**src/rtl/oam_dma_controller.sv**
```systemverilog
// OAM sprite DMA: halts the CPU and copies one 256-byte page to OAMDATA as read/write pairs.
// 513 active cycles (514 if HALT lands odd); ENABLE=0 freezes all state; DONE pulses once per transfer.
module oam_dma_controller #(
   parameter logic [15:0] OAM_DMA_REG  = 16'h4014,
   parameter logic [15:0] OAM_DATA_REG = 16'h2004
) (
   input  logic        CLK,
   input  logic        RESET,
   input  logic        ENABLE,
   input  logic [15:0] CPU_ADDR,
   input  logic [7:0]  CPU_DATA_OUT,
   input  logic        CPU_RW_n,
   input  logic [7:0]  BUS_DATA_IN,
   output logic        CPU_HALT,
   output logic        DMA_ACTIVE,
   output logic [15:0] DMA_ADDR,
   output logic [7:0]  DMA_DATA_OUT,
   output logic        DMA_RW_n,
   output logic        DONE
);

   typedef enum logic [2:0] {
      S_IDLE, S_HALT, S_ALIGN, S_READ, S_WRITE, S_FINISH
   } state_t;

   state_t      state_q;
   logic        parity_q;
   logic [7:0]  page_q;
   logic [7:0]  idx_q;
   logic [7:0]  data_q;
   logic        trigger;

   assign trigger = !CPU_RW_n && (CPU_ADDR == OAM_DMA_REG);

   // Outputs are registered alongside the state they belong to, so each transition sets them for the next cycle.
   always_ff @(posedge CLK or posedge RESET) begin
      if (RESET) begin
         state_q      <= S_IDLE;
         parity_q     <= 1'b0;
         page_q       <= 8'h00;
         idx_q        <= 8'h00;
         data_q       <= 8'h00;
         CPU_HALT     <= 1'b0;
         DMA_ACTIVE   <= 1'b0;
         DMA_ADDR     <= 16'h0000;
         DMA_DATA_OUT <= 8'h00;
         DMA_RW_n     <= 1'b1;
         DONE         <= 1'b0;
      end else if (ENABLE) begin
         parity_q <= ~parity_q;
         DONE     <= 1'b0;
         case (state_q)
            S_IDLE: begin
               if (trigger) begin
                  page_q     <= CPU_DATA_OUT;
                  idx_q      <= 8'h00;
                  state_q    <= S_HALT;
                  CPU_HALT   <= 1'b1;
                  DMA_ACTIVE <= 1'b1;
                  DMA_ADDR   <= {CPU_DATA_OUT, 8'h00};
                  DMA_RW_n   <= 1'b1;
               end
            end
            // Dummy read address {page,00} equals the first real read address, so it simply carries over.
            S_HALT:  state_q <= parity_q ? S_ALIGN : S_READ;
            S_ALIGN: state_q <= S_READ;
            S_READ: begin
               data_q       <= BUS_DATA_IN;
               DMA_DATA_OUT <= BUS_DATA_IN;
               DMA_ADDR     <= OAM_DATA_REG;
               DMA_RW_n     <= 1'b0;
               state_q      <= S_WRITE;
            end
            S_WRITE: begin
               if (idx_q == 8'hFF) begin
                  state_q      <= S_FINISH;
                  CPU_HALT     <= 1'b0;
                  DMA_ACTIVE   <= 1'b0;
                  DMA_ADDR     <= 16'h0000;
                  DMA_DATA_OUT <= 8'h00;
                  DMA_RW_n     <= 1'b1;
                  DONE         <= 1'b1;
               end else begin
                  idx_q        <= idx_q + 8'd1;
                  DMA_ADDR     <= {page_q, idx_q + 8'd1};
                  DMA_DATA_OUT <= data_q;
                  DMA_RW_n     <= 1'b1;
                  state_q      <= S_READ;
               end
            end
            S_FINISH: state_q <= S_IDLE;
            default:  state_q <= S_IDLE;
         endcase
      end
   end

endmodule

```
**config.mk**
```make
export PLATFORM = sky130hd
export DESIGN_NAME = oam_dma_controller
export DESIGN_NICKNAME = d
export VERILOG_FILES = /design/src/rtl/oam_dma_controller.sv
export SDC_FILE = /design/constraint.sdc
export NUM_CORES = 1
export LEC_CHECK = 0
export CAP_MARGIN = 25
export CORE_UTILIZATION = 45
export DETAILED_ROUTE_END_ITERATION = 6
export GPL_ROUTABILITY_DRIVEN = 0
export PLACE_DENSITY = 0.81
export SLEW_MARGIN = 5
export SYNTH_ARGS = -nofsm -noshare
export SYNTH_HDL_FRONTEND = slang
export SYNTH_SLANG_ARGS = --single-unit
```
**constraint.sdc**
```tcl
create_clock -name CLK -period 2.7 [get_ports CLK]
set_input_delay 0.54 -clock CLK [delete_from_list [all_inputs] [get_ports CLK]]
set_output_delay 0.54 -clock CLK [all_outputs]
set_load 0.01 [all_outputs]
```
# Word level (Yosys, flattened, before mapping)

Cells that the tools add are included.

Flip-flop bits (word level): 55
Output and inout bits: 28
Word-level logic and storage cells: 52

Add/subtract/negate cells: 1
Equal/unequal tests: 9
Mux-type cells: 18
Bitwise operators: 1
Reduce and logical (&&, ||, !) cells: 13

Operators with widths:

| kind                                                                     | count |
|---|---|
| 16-bit one-hot mux with 3 select lines                                   | 1 |
| 16-bit two-way mux                                                       | 2 |
| 8-bit one-hot mux with 2 select lines                                    | 2 |
| 8-bit two-way mux                                                        | 3 |
| 16-bit by 15-bit equality test with 1-bit output (second input constant) | 1 |
| 3-bit one-hot mux with 5 select lines                                    | 1 |
| 8-bit by 1-bit adder with 8-bit output (second input constant)           | 1 |
| 8-bit equality test (second input constant)                              | 1 |
| 4-bit AND reduction                                                      | 2 |
| 3-bit by 2-bit equality test with 1-bit output (second input constant)   | 2 |
| 3-bit two-way mux                                                        | 2 |
| 2-bit inequality test (second input constant)                            | 3 |
| 2-bit AND reduction                                                      | 3 |
| 3-bit AND reduction                                                      | 2 |
| 1-bit two-way mux                                                        | 5 |
| 2-bit nonzero test                                                       | 2 |
| 3-bit by 1-bit equality test with 1-bit output (second input constant)   | 1 |
| 3-bit equality test (second input constant)                              | 1 |
| 3-bit logical NOT                                                        | 1 |
| 1-bit one-hot mux with 3 select lines                                    | 1 |
| 3-bit nonzero test                                                       | 1 |
| 1-bit one-hot mux with 2 select lines                                    | 1 |
| 1-bit logical AND                                                        | 1 |
| 1-bit logical NOT                                                        | 1 |
| 1-bit NOT                                                                | 1 |

# Longest topological paths before layout

Gate-level depths: netlist of run 1.

Word-level depth: 4
Gate-level depth with buffers: 7

# Worst setup path before layout of run 1

OpenSTA, ideal clock, no wires.

Path kind: input to register
Start point: input port CPU_ADDR[7]
End point: register page_q[0]
Data arrival time: 1.698 ns
Data required time: 2.575 ns
Path slack: 0.878 ns
Cell stages on the path: 5
Path buffers: 1
Path through: nor4b_1 nand3_1 nor3_1 buf_2 mux2_2

Cells in the longest elaborated chain, start to end: 3

RTL lines:

| item                                             | line | RTL |
|---|---|---|
| start, declared                                  | 10   | `input logic [15:0] CPU_ADDR,` |
| 16-bit by 15-bit equality test with 1-bit output | 33   | `assign trigger = !CPU_RW_n && (CPU_ADDR == OAM_DMA_REG);` |
| 1-bit logical AND                                | 33   |  |
| 3-bit AND reduction (no source line)             | n/a  |  |
| end signal, assigned                             | 40   | `page_q <= 8'h00;` |
| end signal, assigned                             | 55   | `page_q <= CPU_DATA_OUT;` |
| end, declared                                    | 28   | `logic [7:0] page_q;` |

No other way between the ends.
A chain may end at the register's enable or synchronous reset.

# Worst setup path in the final report of run 1

Start point: input port CPU_ADDR[1]
End point: register page_q[3]

Same word-level chain as after synthesis.

==> reports/results.tsv, run 1 <==
stage	metric	value	unit
route	# DRC	0	
sta	setup TNS	0	ps
sta	Final min period	2110	ps
sta	RSZ-0062 raised after global routing	no	
route	final wirelength	5310	um
layout	Ant. Diodes	0	
critical_path	worst flop-to-flop path endpoint	DMA_DATA_OUT[2]	
flow_run	maxcap violations	0	
yosys	Synth Instances	222	
critical_path	R2R cell count	5	
floorplan	I/O pin cnt	64	
critical_path	WS Path Type	input pin to flip-flop	
critical_path	CP peak stage delay	440	ps
yosys	FFs w/ async S/R, synth	100	%
layout	fill count	464	
sta	final hold violation count	0	
route	Routed WL per cell	14.8	um
sta	skew final	7.90	ps
sta	period utilisation layout	78.1	%
floorplan	floorplan row count	27	
clocking	Hold Buf Count CTS	0	
yosys	area leader, netlist	dfrtp_1	
sta	Slew Limit Fails	0	
route	DRT iter0 DRCs	112	
placement	port bufs	63	
critical_path	crit path max-delay cell type	clkdlybuf4s50_1	
global_route	antenna violations before repair	0	
floorplan	die footprint	6100	um^2
yosys	number of synthesis warnings	0	
placement	Post-Place Setup Slack	277	ps
global_route	vias in the first global route	1927	
layout	Seq. cell area	1380	um^2
placement	DP HPWL	3740	um
layout	area grow syn2layout	30.0	%
critical_path	crit path cell chain	clkdlybuf4s50_1, nor4b_4, nand3_1, nor3_2, buf_4, mux2_2	
floorplan	Die Height	78.1	um
clocking	# Post-CTS Setup Buffers	0	
yosys	Yosys cell types	43	
sta	Slew HR	54.2	%
clocking	Root Driver	clkbuf_8	
route	drt first pass iters	4	
min_path	Hold Path Depth	1	
sta	Final Setup Violations	0	
critical_path	Worst R2R Start	state_q[0]	
yosys	post-synth top area share	51.8	%
floorplan	initial core utilization	47.1	%
yosys	Main synth FF type	dfrtp_1	
clocking	Max H-tree Level	2	
sta	worst slew pin tran	688	ps
sta	final setup margin	591	ps
route	Vias	1940	
yosys	syn_nets	259	
yosys	Seq/Total Area, Yosys	52.8	%
min_path	hold endpoint	parity_q	
yosys	Avg Cell Area, Syn	11.7	um^2
yosys	cell area after synthesis	2610	um^2
clocking	CTS tree	yes	
layout	share of cells above drive strength 1	20.6	%
clocking	TritonCTS Sinks	55	
layout	fin nets	323	
sta	fmax	474	MHz
critical_path	R2R Setup Slk	620	ps
floorplan	core box area	5540	um^2
run_status	outcome	finished clean	
pwr	maximum vdd drop	468	uV
critical_path	required time worst endpoint	2900	ps
clocking	Clock transition at path regs	90	ps
yosys	FF+latch count, synth	55	
layout	multi-input combinational cell area	1120	um^2
floorplan	Die X	78.1	um
pwr	Static Leak	1.50	nW
route	Final ANT Viol Nets	0	
global_route	first-pass GRT wire length	8980	um
min_path	Hold Path Class	flip-flop to flip-flop	
clocking	clock network latency to the later pin of the worst-skew pair	310	ps
clocking	number of CTS-inserted buffers	5	
global_route	GRT Residual Overflow	0	
min_path	hold path startpoint	parity_q	
yosys	Synth area leaders	dfrtp_1 52%, mux2_2 10%, a21oi_1 3.5%	
yosys	number of synthesized flops with an enable pin	0	
critical_path	Startpoint Class	input pin	
pwr	pwr dens	846	nW/um^2
global_route	gr usage total	18.9	%
global_route	largest net degree at the start of global routing	56	
critical_path	crit end category	flip-flop	
clocking	post_cts resized	0	
critical_path	critical-path maximum fanout	5	
critical_path	crit path DAT	2310	ps
route	Via density	5.40	
clocking	clock tree buffer depth	2	
==> cells in the mapped netlist (2+ instances only) <==
library cell and instances:
dfrtp_1 54, mux2_2 24, a21oi_1 18, nand2_1 16, nor2_1 16, o21ai_0 16
a22o_1 8, a21o_2 6, buf_6 6, inv_1 5, a21o_1 4, nand3_1 4
nor3_1 4, xor2_1 3, a22o_2 2, buf_2 2, clkbuf_1 2, nand4_1 2
nor2_4 2, nor4b_4 2, o31ai_1 2, or3_1 2, xnor2_1 2
==> sequential cells by signal, indices dropped and copies added, names as in the netlist <==
name / flops
DMA_ADDR: 16
DMA_DATA_OUT: 8
data_q: 8
idx_q: 8
page_q: 8
state_q: 3
DMA_ACTIVE: 1
DMA_RW_n: 1
DONE: 1
parity_q: 1
==> logic make-up after synthesis <==
group | Yosys count | synth area share, %
AOI/OAI and AO/OA | 63 | 16.7
xor gates and xnor gates | 5 | 1.68
adders and majority gates | 1 | 0.480
buffers and inverters | 16 | 4.27
DFF | 55 | 52.8
muxes | 26 | 11.3
and+or+nand+nor | 56 | 12.7
==> per-stage QoR <==
stage	util, %	instances	hold WS (ps)	power, mW	area, um^2
after global routing	61.2	359	496	3.04	3390
final	61.2	359	478	2.87	3390
after floorplan	-	222	442	1.92	2610
after global placement	59.2	351	456	2.31	3280
after CTS	61.2	359	477	2.90	3390
after detailed placement	59.2	351	461	2.34	3280
==> how the worst max path moves through the flow <==
stage / start / end / slack [ps] / depth (start not counted)
floorplan: RESET / DMA_ACTIVE / 820 / 1
global placement: CPU_ADDR[7] / page_q[2] / 330 / 6
detailed placement: CPU_ADDR[1] / page_q[5] / 280 / 6
CTS: CPU_ADDR[1] / page_q[5] / 600 / 6
global route: state_q[0] / DMA_DATA_OUT[1] / 470 / 5
finish: CPU_ADDR[1] / page_q[3] / 590 / 6
==> power breakdown <==
group | internal [mW] | total (mW) | switching [mW]
Clock | 0.277 | 0.549 | 0.272
Combinational | 0.598 | 1.05 | 0.455
Sequential | 1.07 | 1.27 | 0.193
Total | 1.95 | 2.87 | 0.921
==> cell type report <==
class	instances	area share, %
inverter	5	0.554
clock buffer	5	2.03
sequential	55	40.6
timing repair buffer	68	19.7
clock inverter	3	1.29
multi-input combinational	151	33.1
tap	72	2.66
==> critical path, delay by kind of cell <==
kind	cells	cell delay, ps
and+or+nand+nor	3	780
buffers and inverters	2	650
muxes	1	330
==> metal layers <==
metal	up-vias	GRT usage (%)	wire length, um
met5	-	0	0
li1	926	-	-
met3	5	5.58	349
met1	952	23.9	2310
met4	0	5.00	41
met2	57	31.4	2610
==> layout by cell type (no fill, tap or decap), drive strengths merged <==
| master | n |
|---|---|
| inv | 5 |
| clkinv | 2 |
| xor2 | 3 |
| mux2 | 25 |
| nand4b | 1 |
| o21ai | 16 |
| dfrtp | 54 |
| o21ba | 1 |
| clkbuf | 5 |
| mux2i | 1 |
| a21boi | 1 |
| o21bai | 1 |
| a21oi | 18 |
| and3b | 1 |
| nor4 | 1 |
| nand4 | 2 |
| o2bb2ai | 1 |
| nand2 | 16 |
| o221ai | 1 |
| clkdlybuf4s50 | 63 |
| nor2 | 20 |
| nand3 | 5 |
| o41ai | 1 |
| dfstp | 1 |
| a2bb2oi | 1 |
| buf | 5 |
| a21o | 10 |
| bufinv | 1 |
| nor3 | 4 |
| or3 | 2 |
| nor4b | 3 |
| and3 | 1 |
| o31ai | 2 |
| ha | 1 |
| xnor2 | 2 |
| a22o | 10 |
Power figures use the tool's default switching activity.
==> run 2: changes to the inputs <==
==> constraint.sdc (replaced) <==
create_clock -name CLK -period 2.1 [get_ports CLK]
set_input_delay 0.42 -clock CLK [delete_from_list [all_inputs] [get_ports CLK]]
set_output_delay 0.42 -clock CLK [all_outputs]
set_load 0.01 [all_outputs]
==> run 2 against run 1 <==
First-iteration DRC count up 68%. Critical path type unchanged. Design area rose by 1.9%. Sequential power up 28%. Utilization is 1.2 points higher.
==> reports/results.tsv, run 2 (synthesis gave the netlist of run 1 again) <==
stage	metric	value	unit
run_status	outcome	finished clean	
global_route	first-pass GRT wire length	9280	um
critical_path	required time worst endpoint	2300	ps
route	final wirelength	5510	um
critical_path	Worst R2R Start	state_q[1]	
critical_path	crit end category	flip-flop	
pwr	combinational share of power	39.5	%
route	DRT iter0 DRCs	188	
floorplan	die footprint	6100	um^2
clocking	CTS tree	yes	
critical_path	crit path DAT	2120	ps
clocking	TritonCTS Sinks	55	
clocking	clock tree buffer depth	2	
pwr	maximum vdd drop	790	uV
sta	final hold violation count	0	
sta	skew final	8.22	ps
critical_path	Worst Setup SP	CPU_ADDR[1]	
clocking	Hold Buf Count CTS	0	
critical_path	CP peak stage delay	440	ps
layout	Reg with most FFs	DMA_ADDR	
placement	port bufs	63	
global_route	GRT Residual Overflow	0	
placement	DP HPWL	4020	um
floorplan	core box area	5540	um^2
layout	Ant. Diodes	0	
sta	Slew Limit Fails	0	
flow_run	maxcap violations	0	
layout	Seq. cell area	1380	um^2
sta	setup TNS	0	ps
route	Routed WL per cell	15.0	um
global_route	gr usage total	19.4	%
route	Via density	5.35	
critical_path	WS Path Type	input pin to flip-flop	
route	Final ANT Viol Nets	0	
pwr	P_sw	1.23	mW
pwr	power share of the clock group	16.5	%
global_route	gr busiest metal	met2	
pwr	Int Pwr	2.45	mW
pwr	switching share of power	33.4	%
pwr	Static Leak	1.54	nW
layout	area grow syn2layout	32.5	%
sta	RSZ-0062 raised after global routing	no	
pwr	pwr dens	1060	nW/um^2
floorplan	Die X	78.1	um
layout	fin nets	331	
min_path	Hold Path Class	input pin to async pin	
clocking	Clock transition at path regs	110	ps
critical_path	crit path max-delay cell type	clkdlybuf4s50_1	
floorplan	I/O pin cnt	64	
floorplan	floorplan row count	27	
global_route	vias in the first global route	2016	
layout	commonest non-fill, non-tap cell in the layout	clkdlybuf4s50_1	
sta	Final min period	1920	ps
floorplan	Die Height	78.1	um
global_route	met3 Track Usage GR	4.19	%
clocking	clock network latency to the later pin of the worst-skew pair	310	ps
route	Vias	1965	
clocking	Root Driver	clkbuf_8	
layout	fill count	461	
global_route	M2 GR Usage	33.2	%
clocking	number of CTS-inserted buffers	5	
clocking	Max H-tree Level	2	
floorplan	initial core utilization	47.1	%
sta	period utilisation layout	91.3	%
global_route	antenna violations before repair	0	
layout	post-layout util	62.4	%
sta	fmax	521	MHz
sta	Slew HR	60.0	%
route	drt first pass iters	4	
critical_path	crit path cell chain	clkdlybuf4s50_1, nor4b_4, nand3_1, nor3_2, buf_4, mux2_2	
critical_path	critical-path maximum fanout	10	
global_route	met1 GRT Util	24.1	%
sta	Final Setup Violations	0	
route	# DRC	0	
sta	worst slew pin tran	600	ps
layout	most frequent cells in the layout	63 x clkdlybuf4s50_1, 54 x dfrtp_1, 24 x mux2_2	
pwr	Flop pwr share	44.1	%
critical_path	Startpoint Class	input pin	
layout	share of cells above drive strength 1	22.7	%
clocking	post_cts resized	0	
layout	max reg flops	16	
global_route	largest net degree at the start of global routing	27	
layout	multi-input combinational cell area	1120	um^2
clocking	# Post-CTS Setup Buffers	0	
## run 2: stage by stage
stage          power, mW  hold WS (ps)  worst slack, ps  cells  instance area (um^2)
2_1_floorplan       2.47           442              339    222                  2610
3_3_place_gp        3.04           462             -129    359                  3360
3_5_place_dp        3.09           472             -145    359                  3360
4_1_cts             3.70           408              184    367                  3450
5_1_grt             3.90           418             36.3    367                  3450
6_report            3.67           398              182    367                  3450
## run 2: final timing paths
check	cells past startpoint	endpoint	slack [ps]
max	6	page_q[7]	180
min	2	DMA_DATA_OUT[0]	400
max reg2reg	4	DMA_ADDR[8]	200
min reg2reg	1	parity_q	490
max in group asynchronous	3	DMA_DATA_OUT[3]	1190
min in group CLK	1	parity_q	490
## run 2: critical path, delay by kind of cell
kind,cells,cell delay (ps)
buffers and inverters,2,670
muxes,1,360
and+or+nand+nor,3,680
## run 2: final cells by class
type,count,area share [%]
sequential,55,39.9
multi-input combinational,151,32.5
timing repair buffer,76,21.8
tap,72,2.61
clock buffer,5,1.99
clock inverter,3,0.652
inverter,5,0.543
## run 2: power groups by stage
stage | clock network (mW) | registers, mW | logic [mW]
detailed placement | 0 | 1.63 | 1.46
floorplan | 0 | 1.64 | 0.829
CTS | 0.622 | 1.61 | 1.47
finish | 0.604 | 1.62 | 1.45
global placement | 0 | 1.62 | 1.42
global route | 0.665 | 1.66 | 1.57
## run 2: layer usage
layer	part of all wire, %	vias to the layer above	routed length, um
met4	0.76	0	42
met2	51	63	2790
met1	43	962	2370
met5	0	-	0
met3	5.4	4	298
li1	-	936	-
==> variant 1 (flow settings as in run 1) <==
Register the inputs `ENABLE`, `CPU_ADDR`, `CPU_DATA_OUT`, `CPU_RW_n` and `BUS_DATA_IN` before use, with the module's reset. The logic sees them one clock later. Comments in the files are not updated.
--- a/src/rtl/oam_dma_controller.sv
+++ b/src/rtl/oam_dma_controller.sv
@@ -23,6 +23,28 @@
       S_IDLE, S_HALT, S_ALIGN, S_READ, S_WRITE, S_FINISH
    } state_t;
 
+   logic ENABLE_q;
+   logic [15:0] CPU_ADDR_q;
+   logic [7:0] CPU_DATA_OUT_q;
+   logic CPU_RW_n_q;
+   logic [7:0] BUS_DATA_IN_q;
+
+   always_ff @(posedge CLK or posedge RESET) begin
+      if (RESET) begin
+         ENABLE_q       <= '0;
+         CPU_ADDR_q     <= '0;
+         CPU_DATA_OUT_q <= '0;
+         CPU_RW_n_q     <= '0;
+         BUS_DATA_IN_q  <= '0;
+      end else begin
+         ENABLE_q       <= ENABLE;
+         CPU_ADDR_q     <= CPU_ADDR;
+         CPU_DATA_OUT_q <= CPU_DATA_OUT;
+         CPU_RW_n_q     <= CPU_RW_n;
+         BUS_DATA_IN_q  <= BUS_DATA_IN;
+      end
+   end
+
    state_t      state_q;
    logic        parity_q;
    logic [7:0]  page_q;
@@ -30,7 +52,7 @@
    logic [7:0]  data_q;
    logic        trigger;
 
-   assign trigger = !CPU_RW_n && (CPU_ADDR == OAM_DMA_REG);
+   assign trigger = !CPU_RW_n_q && (CPU_ADDR_q == OAM_DMA_REG);
 
    // Outputs are registered alongside the state they belong to, so each transition sets them for the next cycle.
    always_ff @(posedge CLK or posedge RESET) begin
@@ -46,18 +68,18 @@
          DMA_DATA_OUT <= 8'h00;
          DMA_RW_n     <= 1'b1;
          DONE         <= 1'b0;
-      end else if (ENABLE) begin
+      end else if (ENABLE_q) begin
          parity_q <= ~parity_q;
          DONE     <= 1'b0;
          case (state_q)
             S_IDLE: begin
                if (trigger) begin
-                  page_q     <= CPU_DATA_OUT;
+                  page_q     <= CPU_DATA_OUT_q;
                   idx_q      <= 8'h00;
                   state_q    <= S_HALT;
                   CPU_HALT   <= 1'b1;
                   DMA_ACTIVE <= 1'b1;
-                  DMA_ADDR   <= {CPU_DATA_OUT, 8'h00};
+                  DMA_ADDR   <= {CPU_DATA_OUT_q, 8'h00};
                   DMA_RW_n   <= 1'b1;
                end
             end
@@ -65,8 +87,8 @@
             S_HALT:  state_q <= parity_q ? S_ALIGN : S_READ;
             S_ALIGN: state_q <= S_READ;
             S_READ: begin
-               data_q       <= BUS_DATA_IN;
-               DMA_DATA_OUT <= BUS_DATA_IN;
+               data_q       <= BUS_DATA_IN_q;
+               DMA_DATA_OUT <= BUS_DATA_IN_q;
                DMA_ADDR     <= OAM_DATA_REG;
                DMA_RW_n     <= 1'b0;
                state_q      <= S_WRITE;
Behaviour: not the same (Yosys sat finds a counterexample within 4 cycles, from zero or initial values and one cycle with RESET high).
==> variant 1 against run 1 <==
  * Worst setup slack better by 66 ps
  * Critical path type is now reg2reg
  * Clock power is 100% higher
  * Via count is 20% higher
  * Sequential power is 44% higher
  * Non-clock buffer count stayed put
  * Total power is 39% higher
  * Design area is 33% higher
  * Cell count is 24% higher
  * Worst hold slack worse by 2.1 ps
  * Routed wire length is 23% higher
  * Synthesized area is 36% higher
  * Sequential cell count is 34 higher
  * Global-route usage is 1.7 points lower
==> variant 1: results (changes against run 1) <==
[synthesis]
synth.area.top_cells = dfrtp_1 (62%), mux2_2 (7.3%), o21ai_0 (2.8%)
yosysUniqueCellTypes = 50  ; +16%
async_reset_ff_frac = 1.00  ; unchanged
synthTopCellsByCount = dfrtp_1 (88), nand2_1 (25), mux2_2 (23)
postSynthNetCount = 313  ; +21%
synth_area_per_cell_um2 = 12.8  ; +9.3%
yosysWarnings = 0  ; unchanged
seq_area_frac_synth = 0.629  ; +0.101

[clock_network]
worstSkewPairLatency_ps = 350  ; +40 ps
numCtsBuffers = 9  ; +4
clk_path_buf_depth = 2  ; unchanged
cts_resized = 0  ; unchanged
cts_root_buf = clkbuf_8
postCtsSetupRepairBufs = 0  ; unchanged
h-tree-depth = 3  ; +1

[sta]
skew_ps = 7.71  ; -0.184 ps
slew-limit-headroom = 0.627  ; +0.0856

[cells_and_area]
diodes = 0  ; unchanged
drive_gt1_frac = 0.171  ; -0.0346
fin_nets = 377  ; +17%
final_cells = 444  ; +24%
nFillCells = 590  ; +27%
reg_top3 = CPU_ADDR_q x16, DMA_ADDR x16

[drt]
wl_met1_um = 2950  ; +28%
wl_met3_um = 313  ; -10%
drtIter0Drc = 165  ; +47%
wire_per_inst_um = 14.7  ; -0.23%
via_per_inst = 5.23  ; -3.2%
drt_pass1_iterations = 4  ; unchanged
dr_wl_met2_um = 3200  ; +23%

[critical_path]
worst-path-max-fanout = 13  ; +8
cpPeakStageDelay_ps = 580  ; +140 ps
cpMaxStageDelayCell = dfrtp_1
cp.arrival_ps = 2330  ; +20 ps

[global_routing]
use_met2 = 0.269  ; -0.0451
met1_usage = 0.231  ; -0.00864
track_usage = 0.172  ; -0.0167
grt.met3_usage = 0.0463  ; -0.00952
grt_max_degree = 73  ; +30%
grt_pass1_wl_um = 11100  ; +23%
antenna_found_initial = 0  ; unchanged

[power]
ir_drop_mv = 0.528  ; +13%
p_leak_nw = 1.93  ; +28%

[placement]
dp_hpwl_um = 4410  ; +18%
dp_cells = 428  ; +22%

[min_path]
hold_path.class = reg2reg

[run_status]
status = finished clean

[variant 1: per-stage QoR]
stage          cell area [um^2]  setup slack, ps
2_1_floorplan              3550              858
3_3_place_gp               4260              695
3_5_place_dp               4260              668
4_1_cts                    4520              639
5_1_grt                    4520              476
6_report                   4520              657
[variant 1: cell type report]
class	count	area, um^2	area share
sequential	89	2230	0.493
multi-input combinational	168	1210	0.268
timing repair buffer	68	681	0.151
clock buffer	12	155	0.0343
tap	99	124	0.0274
clock inverter	4	98.8	0.0219
inverter	4	18.8	0.00415
[variant 1: cells by family (layout without fill, tap and decap cells)]
logic type                 after synthesis  count (layout)  synth area share
AOI/OAI and AO/OA                       68              68             0.132
xor gates and xnor gates                 5               5            0.0124
adders and majority gates                1               1           0.00353
buffers and inverters                   19              88            0.0286
DFF                                     89              89             0.629
muxes                                   24              24            0.0774
and+or+nand+nor                         70              70             0.117
[variant 1: where the power goes]
| group | internal (W) | switching (W) |
|---|---|---|
| Clock | 0.000667 | 0.000437 |
| Sequential | 0.00161 | 0.000222 |
| Combinational | 0.000599 | 0.000445 |
| Total | 0.00287 | 0.00110 |
[variant 1: critical path: cells and delay by family (launching register included)]
kind	cells	cell delay [ps]
compound gates	2	550
buf+inv	1	240
flops	1	580
mux	1	160
simple gates	1	450
[variant 1: path summary, 6_finish.rpt]
kind	startpoint	endpoint	slack (ps)	cells after the start
max in group asynchronous	RESET	data_q[4]	1480	3
min in group asynchronous	RESET	CPU_ADDR_q[6]	530	2
hold reg to reg	parity_q	parity_q	480	1
setup / recovery	state_q[2]	DMA_ADDR[13]	660	5
setup reg to reg	state_q[2]	DMA_ADDR[13]	660	5
hold / removal	parity_q	parity_q	480	1
==> variant 2 (flow settings as in run 1) <==
Made on the original files. Set the parameter `OAM_DATA_REG` to 16'h1803 (it was 16'h2004).
--- a/src/rtl/oam_dma_controller.sv
+++ b/src/rtl/oam_dma_controller.sv
@@ -2,7 +2,7 @@
 // 513 active cycles (514 if HALT lands odd); ENABLE=0 freezes all state; DONE pulses once per transfer.
 module oam_dma_controller #(
    parameter logic [15:0] OAM_DMA_REG  = 16'h4014,
-   parameter logic [15:0] OAM_DATA_REG = 16'h2004
+   parameter logic [15:0] OAM_DATA_REG = 16'h1803
 ) (
    input  logic        CLK,
    input  logic        RESET,
Behaviour: not the same (Yosys sat finds a counterexample within 10 cycles, from zero or initial values and one cycle with RESET high).
==> variant 2 against run 1 <==
  * Design area up 0.30%
  * Worst setup slack worse by 130 ps
  * Largest cell class unchanged
  * Fmax decreased by 5.6%
  * Routed wire length up 0.83%
  * Sequential cell count unchanged
  * Clock power decreased by 21%
  * Total power down 6.2%
  * Worst hold slack got worse by 4.5 ps
  * Synthesized area down 0.77%
  * Register-to-register slack got worse by 60 ps
==> variant 2: results (changes against run 1) <==
[cells_and_area]
drive_gt1_frac = 0.172  ; -0.0339
final_cells = 369  ; +2.8%
fin_nets = 333  ; +3.1%
largest_reg_flops = 16  ; unchanged

[clock_network]
clk_pin_slew_ps = 90  ; about the same
postCtsSetupRepairBufs = 0  ; unchanged

[synthesis]
yosysUniqueCellTypes = 48  ; +12%
synth_area_per_cell_um2 = 11.3  ; -3.4%
synthTopCellsByCount = dfrtp_1 (54), mux2_2 (27), nor2_1 (19)
seq_area_frac_synth = 0.532  ; +0.00409
postSynthNetCount = 265  ; +2.3%
yosysWarnings = 0  ; unchanged
synth.area.top_cells = dfrtp_1 (52%), mux2_2 (12%), o21ai_0 (3.3%)
synth_flop_cell = dfrtp_1

[global_routing]
track_usage = 0.198  ; +0.00895
grt_pass1_wl_um = 9270  ; +3.3%

[placement]
dp_cells = 361  ; +2.8%
place_area_um2 = 3320  ; +1.3%
io_buffers = 63  ; unchanged
dp_hpwl_um = 3820  ; +2.2%

[drt]
drt_pass1_iterations = 4  ; unchanged
drtIter0Drc = 150  ; +34%
vias = 1987  ; +2.4%
wire_per_inst_um = 14.5  ; -1.9%

[sta]
slew-limit-headroom = 0.552  ; +0.0108
skew_ps = 4.48  ; -3.42 ps
drv_slew = 0  ; unchanged

[critical_path]
cp.arrival_ps = 2430  ; +120 ps
worst-path-max-fanout = 10  ; +5
r2r_cells = 5  ; unchanged

[power]
p_leak_nw = 1.51  ; +0.52%
ir_drop_mv = 0.598  ; +28%
switching_power_w = 0.000865  ; -6.0%

[floorplanning]
die_area_um2 = 6060  ; -0.74%

[run_status]
status = finished clean

==> variant 2: cell types whose count changed in the layout (fill, tap and decap cells not counted), sizes merged, moves of 2 or more <==
| cell | before | now |
|---|---|---|
| nand2b | 0 | 3 |
| inv | 5 | 3 |
| buf | 5 | 8 |
| o2bb2ai | 1 | 5 |
| nand2 | 16 | 14 |
| a21oi | 18 | 12 |
| nor3 | 4 | 2 |
| and2 | 0 | 4 |
| clkbuf | 5 | 7 |
| a22o | 10 | 7 |
| mux2 | 25 | 27 |
==> variant 2: power groups by stage <==
stage               registers [W]  logic, W  clock network, W
floorplan                 0.00125  0.000553                 0
global placement          0.00125  0.000997                 0
detailed placement        0.00126   0.00103                 0
CTS                       0.00124   0.00103          0.000449
global route              0.00128   0.00110          0.000486
finish                    0.00124   0.00101          0.000435
==> variant 2: logic make-up after synthesis <==
| family | Yosys count | synth area share |
|---|---|---|
| AND/OR/NAND/NOR | 62 | 0.127 |
| adder cells (fa/ha/maj) | 1 | 0.00483 |
| XOR/XNOR | 4 | 0.0135 |
| multiplexers | 27 | 0.118 |
| buffers and inverters | 13 | 0.0232 |
| flip-flops | 55 | 0.532 |
| AO/OA/AOI/OAI | 66 | 0.182 |
==> variant 2: layout make-up <==
type / count / area, um^2
well taps: 72 / 90.1
fillers: 487 / 2140
repair buffers: 71 / 691
clock buffers: 7 / 76.3
multi-input cells: 160 / 1150
clock inverters: 1 / 5.00
flip-flops and latches: 55 / 1380
inverters: 3 / 11.3
==> variant 2: through the flow <==
stage | total power, W | hold slack (ps) | utilization | setup slack, ps
after CTS | 0.00272 | 475 | 0.614 | 436
final | 0.00269 | 474 | 0.614 | 466
after global placement | 0.00225 | 462 | 0.599 | 162
after floorplan | 0.00181 | 442 | - | 644
after detailed placement | 0.00228 | 462 | 0.599 | 120
after global routing | 0.00287 | 485 | 0.614 | 331
==> variant 2: worst paths after layout <==
check | from | to | slack (ps)
max in group asynchronous | RESET | DMA_DATA_OUT[0] | 1530
min reg2reg | parity_q | parity_q | 470
max | CPU_ADDR[1] | DMA_ADDR[9] | 470
max reg2reg | state_q[2] | DMA_ADDR[9] | 560
min in group asynchronous | RESET | page_q[7] | 730
min | parity_q | parity_q | 470
==> variant 2: metal layers <==
| metal | vias to the layer above | routed length [um] | track usage |
|---|---|---|---|
| met5 | - | 0 | 0 |
| met4 | 0 | 66 | 0.0755 |
| met3 | 5 | 297 | 0.0471 |
| met2 | 50 | 2580 | 0.322 |
| met1 | 969 | 2400 | 0.254 |
| li1 | 963 | - | - |
==> variant 2: critical path: stages <==
cell,delay [ps]
clkdlybuf4s50_1,400
nor4b_1,370
nand3_2,260
a211oi_4,290
buf_4,220
mux2_2,350
